$ cat src/rtl/serializer_pkg.sv
// Shared types and helpers for the parallel-to-serial stage that feeds the
// serial sequence detectors.
package serializer_pkg;

    typedef enum logic {
        IDLE  = 1'b0,
        SHIFT = 1'b1
    } state_e;

    // Widest word the serializer supports; helpers take words zero-extended to this.
    localparam int MAX_WIDTH = 32;

    // Bit presented on the serial output: top bit of the live word or bit 0.
    function automatic logic bit_sel(
        input logic [MAX_WIDTH-1:0] word,
        input logic                 msb_first,
        input logic [4:0]           msb_idx
    );
        logic b;
        if (msb_first) begin
            b = word[msb_idx];
        end else begin
            b = word[0];
        end
        return b;
    endfunction

endpackage

$ cat src/rtl/bit_serializer.sv
// Serializes WIDTH-bit words one bit per clock, with a one-word hold buffer so
// back-to-back words stream without an idle gap.
module bit_serializer
    import serializer_pkg::*;
#(
    parameter int WIDTH     = 8,
    parameter bit MSB_FIRST = 1'b1,
    parameter bit IDLE_BIT  = 1'b0
) (
    input  logic             clk,
    input  logic             rst,
    input  logic             en,
    input  logic             load_valid,
    input  logic [WIDTH-1:0] load_data,
    output logic             load_ready,
    output logic             x_out,
    output logic             x_valid,
    output logic             word_done
);

    localparam int CNT_W = $clog2(WIDTH);
    localparam logic [CNT_W-1:0] CNT_LAST = CNT_W'(WIDTH - 1);
    localparam logic [4:0]       MSB_IDX  = 5'(WIDTH - 1);

    state_e           state_q, state_d;
    logic [WIDTH-1:0] sr_q, sr_d;
    logic [WIDTH-1:0] hold_q, hold_d;
    logic             hold_full_q, hold_full_d;
    logic [CNT_W-1:0] cnt_q, cnt_d;

    logic             accept_s;
    logic             last_adv_s;
    logic [WIDTH-1:0] sr_shift_s;

    // Handshake and output decode from registered state.
    always_comb begin
        load_ready = rst && !hold_full_q;
        accept_s   = load_valid && load_ready;
        last_adv_s = (state_q == SHIFT) && (cnt_q == {CNT_W{1'b0}}) && en;
        word_done  = last_adv_s;
        if (state_q == SHIFT) begin
            x_valid = 1'b1;
            x_out   = bit_sel(MAX_WIDTH'(sr_q), MSB_FIRST, MSB_IDX);
        end else begin
            x_valid = 1'b0;
            x_out   = IDLE_BIT;
        end
    end

    // One-position shift toward the bit that gets presented next.
    always_comb begin
        if (MSB_FIRST) begin
            sr_shift_s = {sr_q[WIDTH-2:0], 1'b0};
        end else begin
            sr_shift_s = {1'b0, sr_q[WIDTH-1:1]};
        end
    end

    // Next-state logic for the IDLE/SHIFT controller, shifter and hold buffer.
    always_comb begin
        state_d     = state_q;
        sr_d        = sr_q;
        hold_d      = hold_q;
        hold_full_d = hold_full_q;
        cnt_d       = cnt_q;
        case (state_q)
            IDLE: begin
                if (accept_s) begin
                    sr_d    = load_data;
                    cnt_d   = CNT_LAST;
                    state_d = SHIFT;
                end else begin
                    state_d = IDLE;
                end
            end
            SHIFT: begin
                if (en && (cnt_q != {CNT_W{1'b0}})) begin
                    sr_d  = sr_shift_s;
                    cnt_d = cnt_q - CNT_W'(1);
                end else if (last_adv_s) begin
                    // Refill without a gap bit: the hold word wins, then a same-cycle accept.
                    if (hold_full_q) begin
                        sr_d        = hold_q;
                        cnt_d       = CNT_LAST;
                        hold_full_d = 1'b0;
                    end else if (accept_s) begin
                        sr_d  = load_data;
                        cnt_d = CNT_LAST;
                    end else begin
                        state_d = IDLE;
                    end
                end else begin
                    sr_d  = sr_q;
                    cnt_d = cnt_q;
                end
                if (accept_s && !last_adv_s) begin
                    hold_d      = load_data;
                    hold_full_d = 1'b1;
                end else begin
                    hold_d = hold_d;
                end
            end
            default: begin
                state_d = IDLE;
            end
        endcase
    end

    // State registers with synchronous active-low reset.
    always_ff @(posedge clk) begin
        if (!rst) begin
            state_q     <= IDLE;
            sr_q        <= {WIDTH{1'b0}};
            hold_q      <= {WIDTH{1'b0}};
            hold_full_q <= 1'b0;
            cnt_q       <= {CNT_W{1'b0}};
        end else begin
            state_q     <= state_d;
            sr_q        <= sr_d;
            hold_q      <= hold_d;
            hold_full_q <= hold_full_d;
            cnt_q       <= cnt_d;
        end
    end

endmodule

$ cat config.mk
export PLATFORM = sky130hd
export DESIGN_NAME = bit_serializer
export DESIGN_NICKNAME = d
export VERILOG_FILES = /design/src/rtl/serializer_pkg.sv /design/src/rtl/bit_serializer.sv
export SDC_FILE = /design/constraint.sdc
export NUM_CORES = 1
export LEC_CHECK = 0
export BUFFER_PORTS_ARGS = -buffer_cell sky130_fd_sc_hd__buf_2
export CAP_MARGIN = 30
export CORE_MARGIN = 10
export CORE_UTILIZATION = 58
export CTS_BUF_LIST = sky130_fd_sc_hd__clkbuf_4 sky130_fd_sc_hd__clkbuf_8 sky130_fd_sc_hd__clkbuf_16
export DETAILED_ROUTE_END_ITERATION = 10
export HOLD_SLACK_MARGIN = 0.12
export MAX_ROUTING_LAYER = met4
export PLACE_DENSITY = 0.81
export SETUP_SLACK_MARGIN = 0.5
export SKIP_LAST_GASP = 1
export SLEW_MARGIN = 0
export SYNTH_ARGS = -nofsm -noshare
export SYNTH_HDL_FRONTEND = slang
export SYNTH_SLANG_ARGS = --single-unit
export TNS_END_PERCENT = 10
$ cat constraint.sdc
create_clock -name clk -period 2.8 [get_ports clk]
set_input_delay 0.42 -clock clk [delete_from_list [all_inputs] [get_ports clk]]
set_output_delay 0.42 -clock clk [all_outputs]
set_load 0.01 [all_outputs]
# After elaboration in Yosys (flattened, before gate mapping)
# Cells that the tools add are included.
# word_totals
regBits	21
input_bits	12
out_inout_bits	4
wordCells	42
# classes
add_sub_neg	1
n_eq_ne	2
mux	20
bitwise	1
reduce_logical	13
# op_table
operator	n
$mux 8	4
$pmux 8 s2	1
$mux 3	4
$mux 1	9
$logic_and 1x1->1	6
$pmux 3 s2	1
$logic_not 3->1	1
$ne 3x1->1 const B	1
$reduce_and 3->1	1
$reduce_bool 3->1	1
$sub 3x1->3 const B	1
$logic_not 1->1	2
$ne 2x1->1 const B	1
$pmux 1 s2	1
$reduce_and 2->1	1
$reduce_bool 2->1	1
$not 1->1	1

# Logic depth before layout (Yosys ltp)
# Gate-level depths: netlist (run 1).
# logic_depth
depth_word	8
mapped_depth	10
depth_no_buf	7

# Least setup slack after synthesis (run 1)
# Ideal clock, no wire load.
# synth_path
kind	register to register
startpoint	register cnt_q[0]
endpoint	register sr_q[2]
setup_ps	60
t_arrival_ps	1656
setup_slack_ps	1084
stages_incl_launch_ff	11
cell_sequence	dfxtp_1 -> inv_1 -> ha_1 -> ha_1 -> buf_4 -> nor2b_4 -> buf_6 -> o21a_1 -> buf_6 -> mux2i_1 -> o221a_1
# synth_via
elab_chain_cells	4
word_cells_on_any_way	8
cone_classes	eq/ne: 1; mux: 2; reduce/logical: 5
# synth_lines
item	line	text
from (decl)	bit_serializer.sv:29	logic [CNT_W-1:0] cnt_q, cnt_d;
from (signal assigned)	bit_serializer.sv:116	cnt_q <= {CNT_W{1'b0}};
from (signal assigned)	bit_serializer.sv:122	cnt_q <= cnt_d;
$reduce_bool 3->1 or $logic_not 3->1 (tied branches)	bit_serializer.sv:77, bit_serializer.sv:39	
$logic_and 1x1->1, on equally long branches	bit_serializer.sv:77, bit_serializer.sv:39	
$mux 8 or $logic_and 1x1->1 (tied branches)	bit_serializer.sv:77, bit_serializer.sv:39	
$pmux 8 s2 or $ne 3x1->1 (tied branches)	n/a	
to (signal assigned)	bit_serializer.sv:113	sr_q <= {WIDTH{1'b0}};
to (signal assigned)	bit_serializer.sv:119	sr_q <= sr_d;
to (decl)	bit_serializer.sv:26	logic [WIDTH-1:0] sr_q, sr_d;
# Parallel ways exist; a longest one is shown, timed or not.
# A chain may end at the register's enable or synchronous reset.

# Worst setup path after layout (run 1)
# layout_path
startpoint	register cnt_q[1]
endpoint	register sr_q[2]
# The elaborated chain is that of the path after synthesis.

==> flow_summary_export.csv, run 1 <==
group,metric,value,unit
cells_and_area,fill_cells,150,
critical_path,critical_path_arrival,2.27,ns
synth,synth_fp_nets,130,
flow_run,cap_violations,0,
clocking,ctsHtreeMaxLevel,1,
clocking,clock_latency,0.30,ns
cells_and_area,area_growth,5.987,%
global_route,antenna_found_initial,0,
power,leakage,0.5007,nW
timing,slew_violations,0,
critical_path,cp_max_fo,9,
power,finalPower,687.4,µW
drt,dr_total_vias,858,
timing,fin_worst_skew,0.005401,ns
critical_path,worst_setup_path_end_kind,"flop",
drt,wl,2242,µm
die,pin_count,16,
drt,via_per_inst,5.682,
cells_and_area,nNetsFinal,141,
die,fp.dieArea,0.004110,mm²
min_path,hold_start,"load_data[7]",
synth,yosysTopAreaCell,"dfxtp_1",
die,core.rowCount,15,
cells_and_area,final_common_cell,"dfxtp_1",
clocking,post_cts_buffers,0,
power,irDropWorstVdd,0.0003396,V
clocking,cts_buffers,3,
placed_design,gp_congestion,0.7882,
timing,relSlewSlack,66.01,%
placed_design,dp_hpwl,1636,µm
min_path,hold_end,"sr_q[7]",
global_route,grt_pass1_wl,3815,µm
critical_path,timing.rr.end,"sr_q[2]",
drt,ant_nets,0,
timing,post-route-min-period,2.033,ns
synth,netlist_instances,116,
synth,syn_avg_cell_area,9.729,µm²
critical_path,cp-start-kind,"flop",
critical_path,rr_startpoint,"cnt_q[1]",
die,core_area,0.001783,mm²
cells_and_area,drive_above_1_share,18.25,%
timing,fin_setup_tns,0,ns
timing,finalSetupViolations,0,
synth,synth.area.top_cells,"dfxtp_1, mux2i_1, nor2b_1, o221a_1, buf_6",
power,p_per_area,574.7,mW/mm²
synth,ys_types,29,
placed_design,port_buffers,15,
drt,drtPass1Iterations,6,
timing,rsz0062_at_grt,"false",
clocking,clock_path_buffers,2,
clocking,cts_root_buf,"clkbuf_4",
global_route,grt_max_degree,25,
critical_path,r2r_slack,0.77,ns
timing,hold_violations,0,
global_route,grtUsageTotal,11.30,%
min_path,holdPathStages,3,
drt,drcViolationCount,0,
clocking,ctsResizeCount,0,
timing,clock.fmax,0.4920,GHz
global_route,grt_remaining_overflow,0,
synth,synth.top_cell.area_share,37.25,%
critical_path,required,3.04,ns
clocking,ctsHoldBuffers,0,
drt,wl_per_cell,14.85,µm
cells_and_area,layout_common_cells,"dfxtp_1, mux2i_1, buf_2",
die,die_h,64.11,µm
critical_path,rr_worst_depth,7,
clocking,cts.clk_slew.worst_paths,0.12,ns
synth,netlist_area,0.001129,mm²
synth,ys_seq_elements,21,
cells_and_area,antenna_cells,0,
clocking,cts_sinks,21,
synth,yosys_warnings,0,
drt,drtIter0Drc,38,
die,start_util,63.30,%
global_route,grt_pass1_vias,826,
critical_path,critPathKind,"reg -> reg",
die,die-width,64.11,µm
min_path,min_path_type,"in -> reg",
outcome,status,"completed",
timing,tightest_slew,0.5091,ns
timing,period_share,72.59,%
synth,ys_seq_area_share,37.25,%
clocking,cts_tree,"yes",
layer usage:
metal | up-vias | track usage (%) | wire [µm]
li1 | 432 | - | -
met1 | 397 | 14.10 | 1041
met2 | 29 | 18.03 | 1071
met3 | 0 | 2.265 | 129
met4 | 0 | 3.209 | 0
met5 | - | - | 0
synthesized netlist by cell type, drive strengths merged:
library cell / n
a21oi: 7
a31oi: 3
a32oi: 1
and2: 3
and2b: 1
and3: 1
and3b: 1
buf: 6
clkbuf: 3
dfxtp: 21
ha: 2
inv: 8
mux2i: 18
nand2: 5
nand2b: 1
nand3: 3
nand3b: 2
nor2: 8
nor2b: 10
o211a: 2
o211ai: 1
o21a: 2
o221a: 5
o221ai: 2
worst max-delay path: stages (launching register included):
cell and delay (ns):
dfxtp_1 0.37, inv_1 0.05, ha_1 0.17, ha_1 0.29, nor2b_4 0.33, o21a_1 0.34, mux2i_1 0.22, o221a_1 0.20
cell type report:
| type | instances | area [µm²] | area share [%] |
|---|---|---|---|
| multi-input combinational | 78 | 609.3 | 50.94 |
| timing repair buffer | 15 | 75.07 | 6.276 |
| tap | 25 | 31.28 | 2.615 |
| clock buffer | 4 | 30.03 | 2.510 |
| sequential | 21 | 420.4 | 35.15 |
| inverter | 8 | 30.03 | 2.510 |
how the worst max path moves through the flow:
stage | from | depth (start not counted) | slack [ns] | endpoint
floorplan | cnt_q[0] | 10 | 1.08 | sr_q[2]
global placement | cnt_q[0] | 7 | 0.84 | sr_q[2]
detailed placement | cnt_q[1] | 7 | 0.78 | sr_q[2]
CTS | cnt_q[1] | 7 | 0.75 | sr_q[5]
global route | cnt_q[1] | 7 | 0.62 | hold_q[1]
finish | cnt_q[1] | 7 | 0.77 | sr_q[2]
power breakdown:
| group | total (mW) | internal [mW] | switching [mW] |
|---|---|---|---|
| sequential | 0.354 | 0.330 | 0.0241 |
| combinational | 0.180 | 0.0833 | 0.0966 |
| clock | 0.154 | 0.0651 | 0.0885 |
cells by family (layout without fill, tap and decap cells):
kind of cell	Yosys count	in the layout	synth area share (%)
adders and majority gates	2	2	2.217
buffers and inverters	17	27	8.758
and+or+nand+nor	35	35	18.63
AOI/OAI and AO/OA	23	23	17.18
muxes	18	18	15.96
DFF	21	21	37.25
sequential cells by signal, indices dropped and copies added (netlist names):
| register | flops |
|---|---|
| cnt_q | 3 |
| hold_full_q | 1 |
| hold_q | 8 |
| sr_q | 8 |
| state_q | 1 |
through the flow:
stage               area, µm²  utilization (%)  setup slack (ns)  hold slack [ns]  std cells
finish                   1196            67.09            0.7674           0.3753        151
CTS                      1196            67.09            0.7534           0.3729        151
detailed placement       1166            65.40            0.7825           0.4969        147
floorplan                1129                -             1.084           0.4718        116
global placement         1166            65.40            0.8423           0.4820        147
global route             1196            67.09            0.6198           0.3829        151
No activity file was read; power rests on OpenSTA's default activity.
==> inputs of run 2 (changes only) <==
--- a/config.mk
+++ b/config.mk
@@ -8,12 +8,12 @@
 export BUFFER_PORTS_ARGS = -buffer_cell sky130_fd_sc_hd__buf_2
 export CAP_MARGIN = 30
 export CORE_MARGIN = 10
-export CORE_UTILIZATION = 58
+export CORE_UTILIZATION = 50
 export CTS_BUF_LIST = sky130_fd_sc_hd__clkbuf_4 sky130_fd_sc_hd__clkbuf_8 sky130_fd_sc_hd__clkbuf_16
 export DETAILED_ROUTE_END_ITERATION = 10
 export HOLD_SLACK_MARGIN = 0.12
 export MAX_ROUTING_LAYER = met4
-export PLACE_DENSITY = 0.81
+export PLACE_DENSITY = 0.74
 export SETUP_SLACK_MARGIN = 0.5
 export SKIP_LAST_GASP = 1
 export SLEW_MARGIN = 0
==> constraint.sdc (replaced) <==
create_clock -name clk -period 1.7 [get_ports clk]
set_input_delay 0.255 -clock clk [delete_from_list [all_inputs] [get_ports clk]]
set_output_delay 0.255 -clock clk [all_outputs]
set_load 0.01 [all_outputs]
==> run 2 against run 1 <==
Effect of this change:
- critical path depth is 1 higher
- sequential power is 65% higher
- cell area is 16% higher
- cell count is 13% higher
- first-iteration DRC count is 63% lower
- critical path type unchanged
- critical endpoint unchanged
- highest routed layer is now met4
==> flow_summary_export.csv, run 2 (synthesis results as in run 1) <==
group,metric,value,unit
cells_and_area,area_growth,22.95,%
drt,wl,2492,µm
drt,drcViolationCount,0,
placed_design,dp_hpwl,1707,µm
clocking,cts_sinks,21,
die,pin_count,16,
critical_path,required,1.90,ns
cells_and_area,drive_above_1_share,35.66,%
power,leakage,0.5911,nW
drt,dr_total_vias,933,
global_route,grtUsageTotal,12.47,%
global_route,grt_pass1_wl,4367,µm
critical_path,worstPathCellList,"inv_2, ha_4, ha_4, nor2b_4, buf_6, mux2i_2, mux2i_1, o221a_1",
clocking,cts_root_buf,"clkbuf_4",
min_path,hold_end,"sr_q[7]",
timing,fin_worst_skew,0.003092,ns
timing,tightest_slew,0.2492,ns
drt,ant_nets,0,
critical_path,critical_path_arrival,1.79,ns
global_route,grt_remaining_overflow,0,
outcome,status,"completed",
timing,whs,0.2037,ns
placed_design,gp_congestion,0.7798,
min_path,holdPathStages,3,
timing,clock.fmax,0.6287,GHz
die,die_h,67.51,µm
critical_path,crit_slowest_cell,"dfxtp_2",
min_path,min_path_type,"in -> reg",
drt,drtPass1Iterations,4,
power,irDropWorstVdd,0.0005783,V
cells_and_area,fill_cells,187,
timing,hold_violations,0,
global_route,antenna_found_initial,0,
critical_path,rr_worst_depth,8,
die,start_util,51.51,%
critical_path,cp_max_fo,4,
timing,period_share,93.56,%
clocking,cts.clk_slew.worst_paths,0.11,ns
timing,post-route-min-period,1.591,ns
die,core.rowCount,17,
cells_and_area,nNetsFinal,158,
clocking,ctsHtreeMaxLevel,1,
timing,slew_violations,0,
min_path,hold_start,"load_data[7]",
timing,relSlewSlack,83.39,%
die,fp.dieArea,0.004558,mm²
clocking,cts_buffers,3,
timing,setup_slack,0.1095,ns
critical_path,rr_startpoint,"cnt_q[1]",
power,finalPower,1.273,mW
clocking,cts_tree,"yes",
cells_and_area,final_common_cell,"dfxtp_1",
placed_design,postPlaceCellArea,0.001257,mm²
critical_path,slowest_delay,0.35,ns
drt,via_per_inst,5.456,
drt,drtIter0Drc,14,
global_route,grt_pass1_vias,997,
critical_path,crit_family,"flip-flops",
cells_and_area,seq_area,424.2,µm²
timing,fin_setup_tns,0,ns
critical_path,crit_top_cell,"ha_4",
power,p_per_area,917.2,mW/mm²
drt,wl_per_cell,14.57,µm
critical_path,timing.rr.end,"sr_q[2]",
cells_and_area,postLayoutCellArea,0.001388,mm²
clocking,clock_latency,0.30,ns
cells_and_area,multi_input_area,644.4,µm²
timing,finalSetupViolations,0,
critical_path,path_buf_inv,2,
placed_design,port_buffers,15,
die,die-width,67.51,µm
critical_path,r2r_slack,0.11,ns
die,core_area,0.002191,mm²
cells_and_area,layout_common_cells,"dfxtp_1, mux2i_1, buf_2",
placed_design,post-place-ws,0.06234,ns
global_route,grt_max_degree,23,
critical_path,worst_setup_path_end_kind,"flop",
cells_and_area,antenna_cells,0,
cells_and_area,top_regs,"hold_q (8), sr_q (8), cnt_q (3)",
critical_path,cp-start-kind,"flop",
timing,rsz0062_at_grt,"true",
flow_run,cap_violations,0,
clocking,clock_path_buffers,2,
critical_path,critPathKind,"reg -> reg",
run 2: timing repair:
action,4_1_cts,5_1_grt
hold buffers,0,0
gates resized for setup,8,2
setup endpoints to repair,24,25
setup buffers,7,2
pin swaps,3,1
run 2: power breakdown:
group	internal, mW	switching (mW)
registers	0.546	0.0377
clock network	0.107	0.146
logic	0.237	0.199
run 2: worst max-delay path by stage:
stage,end,from,slack [ns],cells after the start
final,sr_q[2],cnt_q[1],0.11,8
after global routing,sr_q[2],cnt_q[1],0.009,8
after CTS,sr_q[6],cnt_q[1],0.11,8
after detailed placement,sr_q[2],cnt_q[0],0.06,7
after global placement,sr_q[6],cnt_q[0],0.13,7
after floorplan,sr_q[2],cnt_q[0],0.06,10
run 2: layout make-up:
type / count / area share, %
sequential: 21 / 30.57
inverter: 8 / 2.164
clock buffer: 4 / 2.164
multi-input combinational: 78 / 46.44
timing repair buffer: 32 / 16.14
tap: 28 / 2.525
run 2: metrics by stage:
stage                     util (%)  cells
after floorplan                  -    116
after global placement       57.40    158
after detailed placement     57.40    158
after CTS                    62.31    169
after global routing         63.34    171
final                        63.34    171
run 2: per-layer routing:
metal | vias to the layer above | part of all wire, % | global-route usage [%]
met4 | 0 | 1.4 | 5.385
met1 | 452 | 47 | 15.55
met3 | 4 | 2.8 | 2.479
met5 | - | 0 | -
li1 | 464 | - | -
met2 | 13 | 49 | 19.01
run 2: worst register-to-register path: stages (launching register included):
cell and delay (ns):
dfxtp_2 0.35, inv_2 0.04, ha_4 0.15, ha_4 0.17, nor2b_4 0.15, buf_6 0.13
mux2i_2 0.20, mux2i_1 0.10, o221a_1 0.20
==> inputs of run 3 (changes only) <==
--- a/config.mk
+++ b/config.mk
@@ -14,7 +14,6 @@
 export HOLD_SLACK_MARGIN = 0.12
 export MAX_ROUTING_LAYER = met4
 export PLACE_DENSITY = 0.74
-export SETUP_SLACK_MARGIN = 0.5
 export SKIP_LAST_GASP = 1
 export SLEW_MARGIN = 0
 export SYNTH_ARGS = -nofsm -noshare
==> constraint.sdc (replaced) <==
create_clock -name clk -period 1.7 [get_ports clk]
set_input_delay 0.34 -clock clk [delete_from_list [all_inputs] [get_ports clk]]
set_output_delay 0.34 -clock clk [all_outputs]
set_load 0.01 [all_outputs]
==> run 3 against run 2 <==
Effect of this change:
- wire length shrank 5.3%
- utilization shrank 2.2 points
- clock power is essentially flat
- worst hold slack gained 0.088 ns
- via count shrank 3.0%
- clock-buffer cell count is the same
- clock skew is essentially flat
- critical path type is now reg -> out
- critical endpoint is now word_done
- largest cell class unchanged
- highest routed layer unchanged
==> flow_summary_export.csv, run 3 (synthesis results as in run 1) <==
group,metric,value,unit
drt,wl_per_cell,14.31,µm
drt,wl,2361,µm
critical_path,path_buf_inv,3,
critical_path,crit_family,"flip-flops",
timing,hold_violations,0,
global_route,grtUsageTotal,11.51,%
global_route,grt_pass1_wl,4057,µm
timing,setup_slack,0.01086,ns
timing,post-route-min-period,1.689,ns
placed_design,dp_cells,160,
drt,ant_nets,0,
min_path,hold_end,"sr_q[1]",
cells_and_area,layout_common_cells,"mux2i_1, dfxtp_1, buf_2",
timing,rsz0062_at_grt,"true",
cells_and_area,nNetsFinal,152,
placed_design,postPlaceCellArea,0.001260,mm²
clocking,clock_latency,0.29,ns
die,die_h,67.51,µm
power,leakage,0.5694,nW
die,start_util,51.51,%
critical_path,slowest_delay,0.35,ns
timing,fin_setup_tns,0,ns
drt,dr_total_vias,905,
clocking,cts_sinks,21,
clocking,cts_tree,"yes",
cells_and_area,antenna_cells,0,
timing,tightest_slew,0.2790,ns
critical_path,rr_startpoint,"cnt_q[1]",
critical_path,cp-start-kind,"flop",
placed_design,gp_congestion,0.8041,
critical_path,required,1.36,ns
power,p_per_area,927.0,mW/mm²
flow_run,cap_violations,0,
critical_path,crit_top_cell,"ha_4",
timing,slew_violations,0,
global_route,antenna_found_initial,0,
timing,fin_worst_skew,0.003327,ns
global_route,grt_pass1_vias,926,
global_route,grt_remaining_overflow,0,
critical_path,r2r_slack,0.01,ns
clocking,cts_root_buf,"clkbuf_4",
outcome,status,"completed",
clocking,cts.clk_slew.worst_paths,0.12,ns
placed_design,port_buffers,15,
critical_path,rr_worst_depth,8,
die,core_area,0.002191,mm²
die,core.rowCount,17,
cells_and_area,drive_above_1_share,31.39,%
cells_and_area,area_growth,18.74,%
timing,period_share,99.36,%
drt,drtPass1Iterations,7,
die,fp.dieArea,0.004558,mm²
drt,drtIter0Drc,35,
critical_path,critical_path_arrival,1.35,ns
die,die-width,67.51,µm
timing,finalSetupViolations,0,
clocking,clock_path_buffers,2,
critical_path,cp_max_fo,4,
timing,relSlewSlack,81.40,%
critical_path,worst_setup_path_end_kind,"output port",
min_path,holdPathStages,3,
cells_and_area,instances_no_fill,165,
timing,whs,0.2914,ns
clocking,cts_buffers,3,
cells_and_area,top_regs,"hold_q (8), sr_q (8), cnt_q (3)",
timing,clock.fmax,0.5920,GHz
min_path,hold_start,"load_data[1]",
die,pin_count,16,
critical_path,worstPathCellList,"inv_2, ha_4, ha_4, nand3_1, inv_1, buf_2",
placed_design,dp_hpwl,1775,µm
placed_design,post-place-ws,-0.06842,ns
global_route,grt_max_degree,15,
clocking,ctsHtreeMaxLevel,1,
critical_path,critPathKind,"reg -> out",
cells_and_area,postLayoutCellArea,0.001340,mm²
drt,drcViolationCount,0,
critical_path,timing.rr.end,"sr_q[6]",
drt,via_per_inst,5.485,
critical_path,crit_slowest_cell,"dfxtp_2",
min_path,min_path_type,"in -> reg",
power,irDropWorstVdd,0.0005370,V
==> run 3: layer usage <==
layer	vias up	routed length [µm]	GRT usage [%]
li1	449	-	-
met1	429	1105	13.94
met2	23	1125	18.54
met3	4	94	2.314
met4	0	36	3.846
met5	-	0	-
==> run 3: worst min-delay path, stage by stage <==
cell     delay, ns
buf_2         0.09
inv_1         0.06
a21oi_1       0.06
==> run 3: how the worst max path moves through the flow <==
stage / startpoint / to / slack, ns / depth (start not counted)
floorplan: cnt_q[0] / sr_q[2] / 0.007 / 10
global route: cnt_q[1] / cnt_q[0] / -0.07 / 9
detailed placement: cnt_q[0] / sr_q[2] / -0.07 / 8
CTS: cnt_q[1] / sr_q[6] / -0.008 / 8
finish: cnt_q[1] / word_done / 0.01 / 6
global placement: cnt_q[0] / sr_q[4] / 0.05 / 7
==> run 3: stage by stage <==
| step | utilization (%) | power, mW |
|---|---|---|
| after floorplan | - | 0.8531 |
| after global placement | 57.51 | 0.9240 |
| after detailed placement | 57.51 | 0.9401 |
| after CTS | 59.97 | 1.230 |
| after global routing | 61.17 | 1.320 |
| final | 61.17 | 1.242 |
==> run 3: where the power goes <==
part	leakage (nW)	internal, mW	switching [mW]
logic	0.378	0.217	0.186
clock network	0.0184	0.107	0.147
registers	0.173	0.546	0.0389
total	0.569	0.870	0.372
==> run 3: final cells by class <==
| cell class | instances | area [µm²] |
|---|---|---|
| Fill cell | 190 | 850.8 |
| Multi-Input combinational cell | 78 | 643.1 |
| Sequential cell | 21 | 424.2 |
| Timing Repair Buffer | 26 | 177.7 |
| Tap cell | 28 | 35.03 |
| Clock buffer | 4 | 30.03 |
| Inverter | 8 | 30.03 |
==> run 3: timing repair <==
action,4_1_cts,5_1_grt
pin swaps,2,1
hold buffers,0,0
buffers inserted,1,1
setup endpoints to repair,6,20
resized for setup,6,6
